==> src/rtl/seg_pkg.sv <==
// Shared definitions for the seven-segment display path (scan front end and decoder).
package seg_pkg;
  localparam int NUM_DIGITS = 4;

  typedef logic [3:0] bcd_t;
  typedef logic [1:0] digit_sel_t;

  localparam digit_sel_t LAST_SEL = digit_sel_t'(NUM_DIGITS - 1);

  // Pick nibble n out of a packed four-digit word.
  function automatic bcd_t digit_at(input logic [15:0] word, input digit_sel_t n);
    return word[{n, 2'b00} +: 4];
  endfunction
endpackage

==> src/rtl/tick_gen.sv <==
// Free-running prescaler: counts 0..DIV-1 and raises tick for the single cycle at DIV-1.
module tick_gen #(
  parameter int DIV = 50000
) (
  input  logic clk,
  input  logic rst_n,
  output logic tick
);
  localparam int CW = (DIV > 1) ? $clog2(DIV) : 1;

  logic [CW-1:0] cnt_q, cnt_d;

  assign tick = (cnt_q == CW'(DIV - 1));

  // NOTE: every always_comb output gets a value on every path, otherwise a latch is inferred.
  always_comb begin
    cnt_d = cnt_q + 1'b1;
    if (tick) cnt_d = '0;
  end

  // NOTE: state is updated with <= so all flops sample their inputs from the same edge.
  always_ff @(posedge clk or negedge rst_n) begin
    if (!rst_n) cnt_q <= '0;
    else        cnt_q <= cnt_d;
  end
endmodule

==> src/rtl/seg_scan.sv <==
// Four-digit display scanner: shadow/active double buffer committed at frame wrap,
// one digit per refresh tick, registered select/data/dp outputs.
module seg_scan
  import seg_pkg::*;
#(
  parameter int DIV = 50000
) (
  input  logic        clk,
  input  logic        rst_n,
  input  logic        load,
  input  logic [15:0] digits,
  input  logic [3:0]  dps,
  output logic [1:0]  select,
  output logic [3:0]  data,
  output logic        dp,
  output logic        pending,
  output logic        frame_done
);
  logic tick;

  tick_gen #(.DIV(DIV)) u_tick_gen (
    .clk  (clk),
    .rst_n(rst_n),
    .tick (tick)
  );

  digit_sel_t  select_q, select_d;
  logic [15:0] act_digits_q, act_digits_d;
  logic [3:0]  act_dps_q, act_dps_d;
  logic [15:0] sh_digits_q, sh_digits_d;
  logic [3:0]  sh_dps_q, sh_dps_d;
  logic        pending_q, pending_d;
  bcd_t        data_q, data_d;
  logic        dp_q, dp_d;
  logic        frame_done_q, frame_done_d;

  logic wrap, commit;

  always_comb begin
    wrap   = tick && (select_q == LAST_SEL);
    commit = wrap && pending_q;

    select_d     = tick ? select_q + 1'b1 : select_q;
    act_digits_d = commit ? sh_digits_q : act_digits_q;
    act_dps_d    = commit ? sh_dps_q    : act_dps_q;

    // A load coinciding with a commit lands in the shadow after the old one moves out.
    sh_digits_d = load ? digits : sh_digits_q;
    sh_dps_d    = load ? dps    : sh_dps_q;
    pending_d   = load ? 1'b1 : (commit ? 1'b0 : pending_q);

    // Outputs are built from next-state values so select and data/dp move together.
    data_d       = digit_at(act_digits_d, select_d);
    dp_d         = act_dps_d[select_d];
    frame_done_d = wrap;
  end

  // NOTE: the shadow and active registers are reset too, so an interrupted update is discarded.
  always_ff @(posedge clk or negedge rst_n) begin
    if (!rst_n) begin
      select_q     <= '0;
      act_digits_q <= '0;
      act_dps_q    <= '0;
      sh_digits_q  <= '0;
      sh_dps_q     <= '0;
      pending_q    <= 1'b0;
      data_q       <= '0;
      dp_q         <= 1'b0;
      frame_done_q <= 1'b0;
    end else begin
      select_q     <= select_d;
      act_digits_q <= act_digits_d;
      act_dps_q    <= act_dps_d;
      sh_digits_q  <= sh_digits_d;
      sh_dps_q     <= sh_dps_d;
      pending_q    <= pending_d;
      data_q       <= data_d;
      dp_q         <= dp_d;
      frame_done_q <= frame_done_d;
    end
  end

  assign select     = select_q;
  assign data       = data_q;
  assign dp         = dp_q;
  assign pending    = pending_q;
  assign frame_done = frame_done_q;
endmodule

==> config.mk <==
export PLATFORM = sky130hd
export DESIGN_NAME = seg_scan
export DESIGN_NICKNAME = d
export VERILOG_FILES = /design/src/rtl/seg_pkg.sv /design/src/rtl/tick_gen.sv /design/src/rtl/seg_scan.sv
export SDC_FILE = /design/constraint.sdc
export NUM_CORES = 1
export LEC_CHECK = 0
export ABC_AREA = 0
export BUFFER_PORTS_ARGS = -buffer_cell sky130_fd_sc_hd__buf_2
export CAP_MARGIN = 5
export CORE_UTILIZATION = 40
export CTS_CLUSTER_DIAMETER = 150
export DETAILED_ROUTE_END_ITERATION = 8
export GPL_TIMING_DRIVEN = 0
export SLEW_MARGIN = 25
export SYNTH_ARGS = -nofsm -noshare
export SYNTH_HDL_FRONTEND = slang
export SYNTH_SLANG_ARGS = --single-unit
==> constraint.sdc <==
create_clock -name clk -period 4.6 [get_ports clk]
set_input_delay 0.23 -clock clk [delete_from_list [all_inputs] [get_ports clk]]
set_output_delay 0.23 -clock clk [all_outputs]
set_load 0.05 [all_outputs]
==> run_results.csv, run 1 <==
group,metric,value,unit
outcome,status,"finished with violations",
outcome,violations,"DRC",
timing,setup_slack,2.08,ns
worst_setup_path,start_kind,"register",
clock_tree,clk_pin_slew_worst_paths,0.07,ns
layout,drive_above_1_share,38.4,%
synth,synth.most_common_cell,"dfrtp_1",
drt,ant_nets,0,
clock_tree,cts_root_buffer,"clkbuf_8",
synth,yosysSeqAreaShare,59.7,%
timing,fmax,397,MHz
synth,synth.distinct_cells,32,
synth,synthFlopType,"dfrtp_1",
placement,place_hpwl,3.08,mm
clock_tree,cts_tree,"done",
timing,fin_setup_tns,0,ns
clock_tree,cts_buffer_depth,2,
drt,drt-total-wl,4.45,mm
clock_tree,cts_setup_buffers,0,
synth,yosys.area.top_type,"dfrtp_1",
synth,ys_top_cells_by_area,"dfrtp_1 60%, mux2_4 9.4%, mux2_2 8.7%, mux2i_1 3.7%, xor2_1 3.2%",
floorplanning,die_height,84.6,um
synth,avgSynthCellArea,14.3,um^2
drt,num_vias,1523,
timing,slew_headroom,56.5,%
drt,viasPerCell,4.85,
synth,synth_common_cells,"65 x dfrtp_1, 21 x mux2_2, 17 x mux2_4",
worst_setup_path,crit_arrival,2.78,ns
floorplanning,rows,29,
worst_setup_path,slowest_stage,"or4bb_1",
timing,period_share,54.7,%
synth,yosysTopAreaCellShare,59.7,%
timing,grt_setup_unrepaired,"no",
synth,synth_area,2730,um^2
placement,gp_congestion,0.710,
drt,firstDrtPassIters,6,
floorplanning,die_w,84.6,um
floorplanning,dieArea,7150,um^2
placement,pre_cts_slack,2.04,ns
drt,post_drt_wl_per_cell,14.2,um
floorplanning,start_util,42.2,%
power,leakage,0.00160,uW
layout,area_delta_synth_final,17.7,%
global_routing,grt.total_usage,14.5,%
timing,fin_crit,2.52,ns
timing,fin_worst_skew,0.00690,ns
worst_setup_path,crit_path_end_kind,"register",
clock_tree,cts_buffers,9,
global_routing,grt-ovfl-total,0,
drt,drt_iter0_drc,42,
worst_setup_path,worst_ep_required_time,4.86,ns
clock_tree,cts.sinks,65,
global_routing,grt_pass1_wl,7.87,mm
worst_setup_path,crit_type,"register to register",
timing,setup_violations,0,
worst_setup_path,crit_path_max_incr_delay,0.59,ns
global_routing,grt_pass1_vias,1619,
floorplanning,io_pins,32,
timing,tightestPinTransition,0.652,ns
synth,yosys_warnings,0,
worst_setup_path,crit_chain,"or4bb_1, nor4_4, buf_4, mux2i_1, clkinv_1, nand2_1, o22ai_1, nor2_1",
global_routing,grt_max_degree,44,
layout,final_net_count,259,
job,maxCapViolations,0,
timing,hold_ws,0.123,ns
clock_tree,cts_resized,0,
synth,synth_seq_cells,65,
placement,io_buffers,31,
worst_setup_path,ff2ff_path_depth,8,
clock_tree,clk_latency,0.33,ns
hold_path,worstHoldPathType,"input pin to register",
floorplanning,fp.coreArea,6460,um^2
layout,final_util,49.7,%
drt,route.detailed.drc,2,
synth,syn_nets,215,
synth,synth_edf_count,0,
hold_path,min_path_cells,2,
synth,async_flop_share,100,%
worst_setup_path,worstPathMaxFanout,10,
timing,finalHoldViolCount,0,
worst_setup_path,timing.reg2reg.setup_slack,2.08,ns
layout,antenna_cells,0,
global_routing,antenna_found_initial,0,
clock_tree,holdBufCountCts,1,
timing,drv_slew,0,
layout,nFillCells,572,
power,power.density,356,nW/um^2
clock_tree,ctsHtreeMaxLevel,3,
power,ir_drop,0.215,mV
synth,synthCells,190,
==> worst paths after layout <==
| kind | to | startpoint |
|---|---|---|
| setup reg to reg | data[2] | u_tick_gen.cnt_q[12] |
| max in group asynchronous | sh_digits_q[2] | rst_n |
| hold reg to reg | act_digits_q[10] | act_digits_q[10] |
| min in group asynchronous | u_tick_gen.cnt_q[10] | rst_n |
| setup / recovery | data[2] | u_tick_gen.cnt_q[12] |
| hold / removal | sh_dps_q[0] | dps[0] |
==> sequential cells by signal, summed over array words and instances (netlist names) <==
name / count
u_tick_gen.cnt_q: 16
frame_done: 1
select: 2
pending: 1
dp: 1
sh_digits_q: 16
sh_dps_q: 4
data: 4
act_dps_q: 4
act_digits_q: 16
==> layer usage <==
metal,routed length (um),global-route usage [%],up-vias
met5,0,0,-
met4,50,5.08,0
met3,212,6.78,5
met2,1980,21.1,28
met1,2200,19.2,741
li1,-,-,749
==> cell usage in the layout (no fill, tap or decap), drive strengths merged <==
cell type	instances
or4b	1
mux2i	10
nand4	2
and3	1
nor2b	1
inv	3
dfrtp	65
a21oi	1
xor2	10
nand3	7
clkinv	3
a21o	1
or4bb	2
or2	1
o21ai	1
nor3	1
bufinv	2
mux2	40
nor2	14
nand2	10
xnor2	4
clkbuf	12
o22ai	4
dlygate4sd3	1
or3	1
nor4	2
buf	35
ha	2
==> metrics by stage <==
step	cell area, um^2	std cells	total power, uW
after floorplan	2730	190	627
after global placement	2980	298	653
after detailed placement	3000	299	656
after CTS	3210	314	1160
after global routing	3210	314	1200
final	3210	314	1140
==> critical path, delay by kind of cell, from the launching register on <==
family / cells / cell delay [ns]
simple gates: 4 / 1.15
buf+inv: 2 / 0.50
mux: 1 / 0.30
compound gates: 1 / 0.08
flops: 1 / 0.42
==> power by group <==
part           internal [uW]  total [uW]  switching (uW)
logic                   25.4        46.1            20.7
clock network            297         499             201
registers                589         598            8.86
==> layout make-up <==
cell class / instances / area (um^2) / share of cell area, %
Tap cell: 77 / 96.3 / 3.00
Clock buffer: 10 / 128 / 3.98
Clock inverter: 4 / 70.1 / 2.18
Sequential cell: 65 / 1630 / 50.7
Timing Repair Buffer: 33 / 188 / 5.85
Buffer: 5 / 37.5 / 1.17
Multi-Input combinational cell: 116 / 1050 / 32.6
Inverter: 4 / 15.0 / 0.468
==> cells by family after synthesis <==
| kind of cell | count (synthesis) | synth area share (%) |
|---|---|---|
| flops | 65 | 59.7 |
| buf+inv | 9 | 1.93 |
| mux | 50 | 22.5 |
| xor+xnor | 14 | 4.50 |
| fa+ha+maj | 2 | 0.918 |
| compound gates | 7 | 1.56 |
| simple gates | 43 | 8.90 |
Note: power is estimated with default switching activity, not from simulation.
==> run 2, diff against run 1 <==
--- a/config.mk
+++ b/config.mk
@@ -5,7 +5,7 @@
 export SDC_FILE = /design/constraint.sdc
 export NUM_CORES = 1
 export LEC_CHECK = 0
-export ABC_AREA = 0
+export ABC_AREA = 1
 export BUFFER_PORTS_ARGS = -buffer_cell sky130_fd_sc_hd__buf_2
 export CAP_MARGIN = 5
 export CORE_UTILIZATION = 40
==> constraint.sdc (replaced) <==
create_clock -name clk -period 2.48 [get_ports clk]
set_input_delay 0.124 -clock clk [delete_from_list [all_inputs] [get_ports clk]]
set_output_delay 0.124 -clock clk [all_outputs]
set_load 0.05 [all_outputs]
==> run_results.csv, run 2 <==
group,metric,value,unit
drt,wl_met1,3.30,mm
layout,area_delta_synth_final,24.5,%
timing,fmax,531,MHz
timing,tightestPinTransition,0.483,ns
drt,post_drt_wl_per_cell,13.2,um
layout,mostFrequentLayoutCell,"nand2_1",
drt,drt_iter0_drc,159,
synth,synth_seq_cells,65,
synth,yosysSeqAreaShare,53.8,%
worst_setup_path,timing.reg2reg.setup_slack,0.60,ns
floorplanning,start_util,41.4,%
floorplanning,fp.coreArea,7290,um^2
synth,synthCells,348,
clock_tree,cts_root_buffer,"clkbuf_8",
drt,viasPerCell,4.88,
layout,antenna_cells,0,
worst_setup_path,crit_path_end_kind,"register",
drt,highest_layer,"met4",
clock_tree,ctsHtreeMaxLevel,3,
timing,fin_worst_skew,0.0107,ns
layout,nFillCells,730,
synth,synth.distinct_cells,26,
global_routing,grt_max_degree,36,
layout,final_net_count,437,
drt,num_vias,2518,
synth,avgSynthCellArea,8.68,um^2
hold_path,whs_endpoint,"sh_dps_q[3]",
global_routing,grt-ovfl-total,0,
worst_setup_path,crit_type,"register to register",
floorplanning,die_height,88.9,um
layout,final_util,51.6,%
floorplanning,io_pins,32,
synth,synthFlopType,"dfrtp_1",
global_routing,antenna_found_initial,0,
synth,synth_area,3020,um^2
global_routing,grt_pass1_wl,11.1,mm
synth,yosys.area.top_type,"dfrtp_1",
hold_path,min_path_cells,4,
synth,yosys_warnings,0,
timing,grt_setup_unrepaired,"no",
placement,place_hpwl,4.83,mm
hold_path,worstHoldPathType,"input pin to register",
drt,route.detailed.drc,0,
job,maxCapViolations,0,
placement,place_area,3320,um^2
outcome,status,"complete, no violations",
drt,wl_met3,269,um
power,ir_drop,0.309,mV
clock_tree,clk_pin_slew_worst_paths,0.08,ns
worst_setup_path,reg2reg_from,"u_tick_gen.cnt_q[0]",
synth,ys_top_cells_by_area,"dfrtp_1 54%, nand2_1 15%, nand3_1 6.6%, nand3_2 3.3%, nand4_1 3.1%",
layout,postLayoutCellArea,3760,um^2
timing,finalHoldViolCount,0,
timing,drv_slew,0,
clock_tree,cts_buffers,9,
drt,wl_met2,3.16,mm
hold_path,hold_start,"load",
clock_tree,cts_buffer_depth,2,
clock_tree,cts_tree,"done",
worst_setup_path,worst_ep_required_time,2.69,ns
layout,final_cell_count_no_fill,516,
layout,final_cell_mix,"124 x nand2_1, 65 x dfrtp_1, 40 x nand3_1",
floorplanning,dieArea,7910,um^2
global_routing,grt.total_usage,18.8,%
clock_tree,cts_setup_buffers,0,
placement,gp_congestion,0.859,
placement,io_buffers,31,
synth,syn_nets,373,
synth,synth.most_common_cell,"nand2_1",
synth,async_flop_share,100,%
drt,drt-total-wl,6.83,mm
worst_setup_path,crit_arrival,2.09,ns
clock_tree,cts.sinks,65,
synth,synth_edf_count,0,
timing,setup_violations,0,
synth,yosysTopAreaCellShare,53.8,%
layout,largestRegisters,"act_digits_q (16), sh_digits_q (16), u_tick_gen.cnt_q (16)",
drt,firstDrtPassIters,4,
placement,dp.cells,479,
worst_setup_path,worstPathMaxFanout,10,
timing,slew_headroom,67.8,%
timing,period_share,76.0,%
layout,drive_above_1_share,20.9,%
floorplanning,die_w,88.9,um
floorplanning,rows,31,
drt,ant_nets,0,
worst_setup_path,r2r-end,"data[2]",
timing,fin_setup_tns,0,ns
synth,synth_common_cells,"124 x nand2_1, 65 x dfrtp_1, 40 x nand3_1",
power,leakage,0.00198,uW
worst_setup_path,ff2ff_path_depth,11,
timing,fin_crit,1.88,ns
global_routing,grt_pass1_vias,2306,
power,power.density,594,nW/um^2
worst_setup_path,start_kind,"register",
clock_tree,clk_latency,0.34,ns
run 2: cell types whose count changed after synthesis, moves of 9 or more:
cell	delta
nand3_2	+9
mux2_2	-21
inv_1	+19
mux2i_1	-10
nand2_1	+114
mux2_4	-17
nand3_1	+34
nand4_1	+13
run 2: cells by family after synthesis:
family | Yosys count | synth area share, %
compound gates | 15 | 2.94
xor+xnor | 5 | 1.45
fa+ha+maj | 2 | 0.828
buf+inv | 38 | 5.80
flops | 65 | 53.8
simple gates | 223 | 35.2
run 2: worst max-delay path by stage:
stage                                    from       to  slack (ns)
final                     u_tick_gen.cnt_q[0]  data[2]        0.60
after CTS                 u_tick_gen.cnt_q[0]  data[2]        0.60
after global routing      u_tick_gen.cnt_q[0]  data[2]        0.44
after detailed placement  u_tick_gen.cnt_q[0]  data[2]        0.63
after global placement    u_tick_gen.cnt_q[0]  data[2]        0.64
after floorplan                     select[0]       dp        0.87
run 2: through the flow:
stage	hold slack (ns)	power, uW	worst slack (ns)
floorplan	-0.172	1160	0.867
global placement	0.324	1200	0.644
detailed placement	0.0894	1210	0.628
CTS	0.0573	2250	0.596
global route	0.0763	2320	0.444
finish	0.0590	2230	0.596
run 2: timing repair:
action | in CTS | in global routing
gates resized for setup | 0 | 0
hold buffers | 21 | 0
endpoints found under the hold margin | 50 | 0
run 2: area by class of cell:
| type | instances | area (um^2) | area share (%) |
|---|---|---|---|
| Sequential cell | 65 | 1630 | 43.2 |
| Inverter | 25 | 95.1 | 2.53 |
| Multi-Input combinational cell | 245 | 1220 | 32.4 |
| Timing Repair Buffer | 53 | 388 | 10.3 |
| Clock inverter | 6 | 91.3 | 2.43 |
| Tap cell | 99 | 124 | 3.29 |
| Buffer | 13 | 80.1 | 2.13 |
| Clock buffer | 10 | 138 | 3.66 |
run 2: report_power, final:
part | switching [uW] | leakage, uW | internal (uW)
logic | 55.8 | 0.00102 | 51.5
clock network | 423 | 0.000105 | 595
registers | 21.2 | 0.000853 | 1090
run 2: per-layer routing:
layer | vias up | track usage (%)
li1 | 1263 | -
met5 | - | 0
met4 | 0 | 7.33
met1 | 1181 | 25.5
met3 | 8 | 3.14
met2 | 66 | 30.3
run 2: worst max-delay path, stage by stage (launching register included):
cell     delay, ns
dfrtp_1       0.38
ha_1          0.24
nand2_2       0.09
nor2_4        0.13
nand3_2       0.10
nor2_4        0.23
nand2_2       0.07
nand2_2       0.07
buf_6         0.14
nand3_1       0.13
nand3_1       0.11
nand2_1       0.08
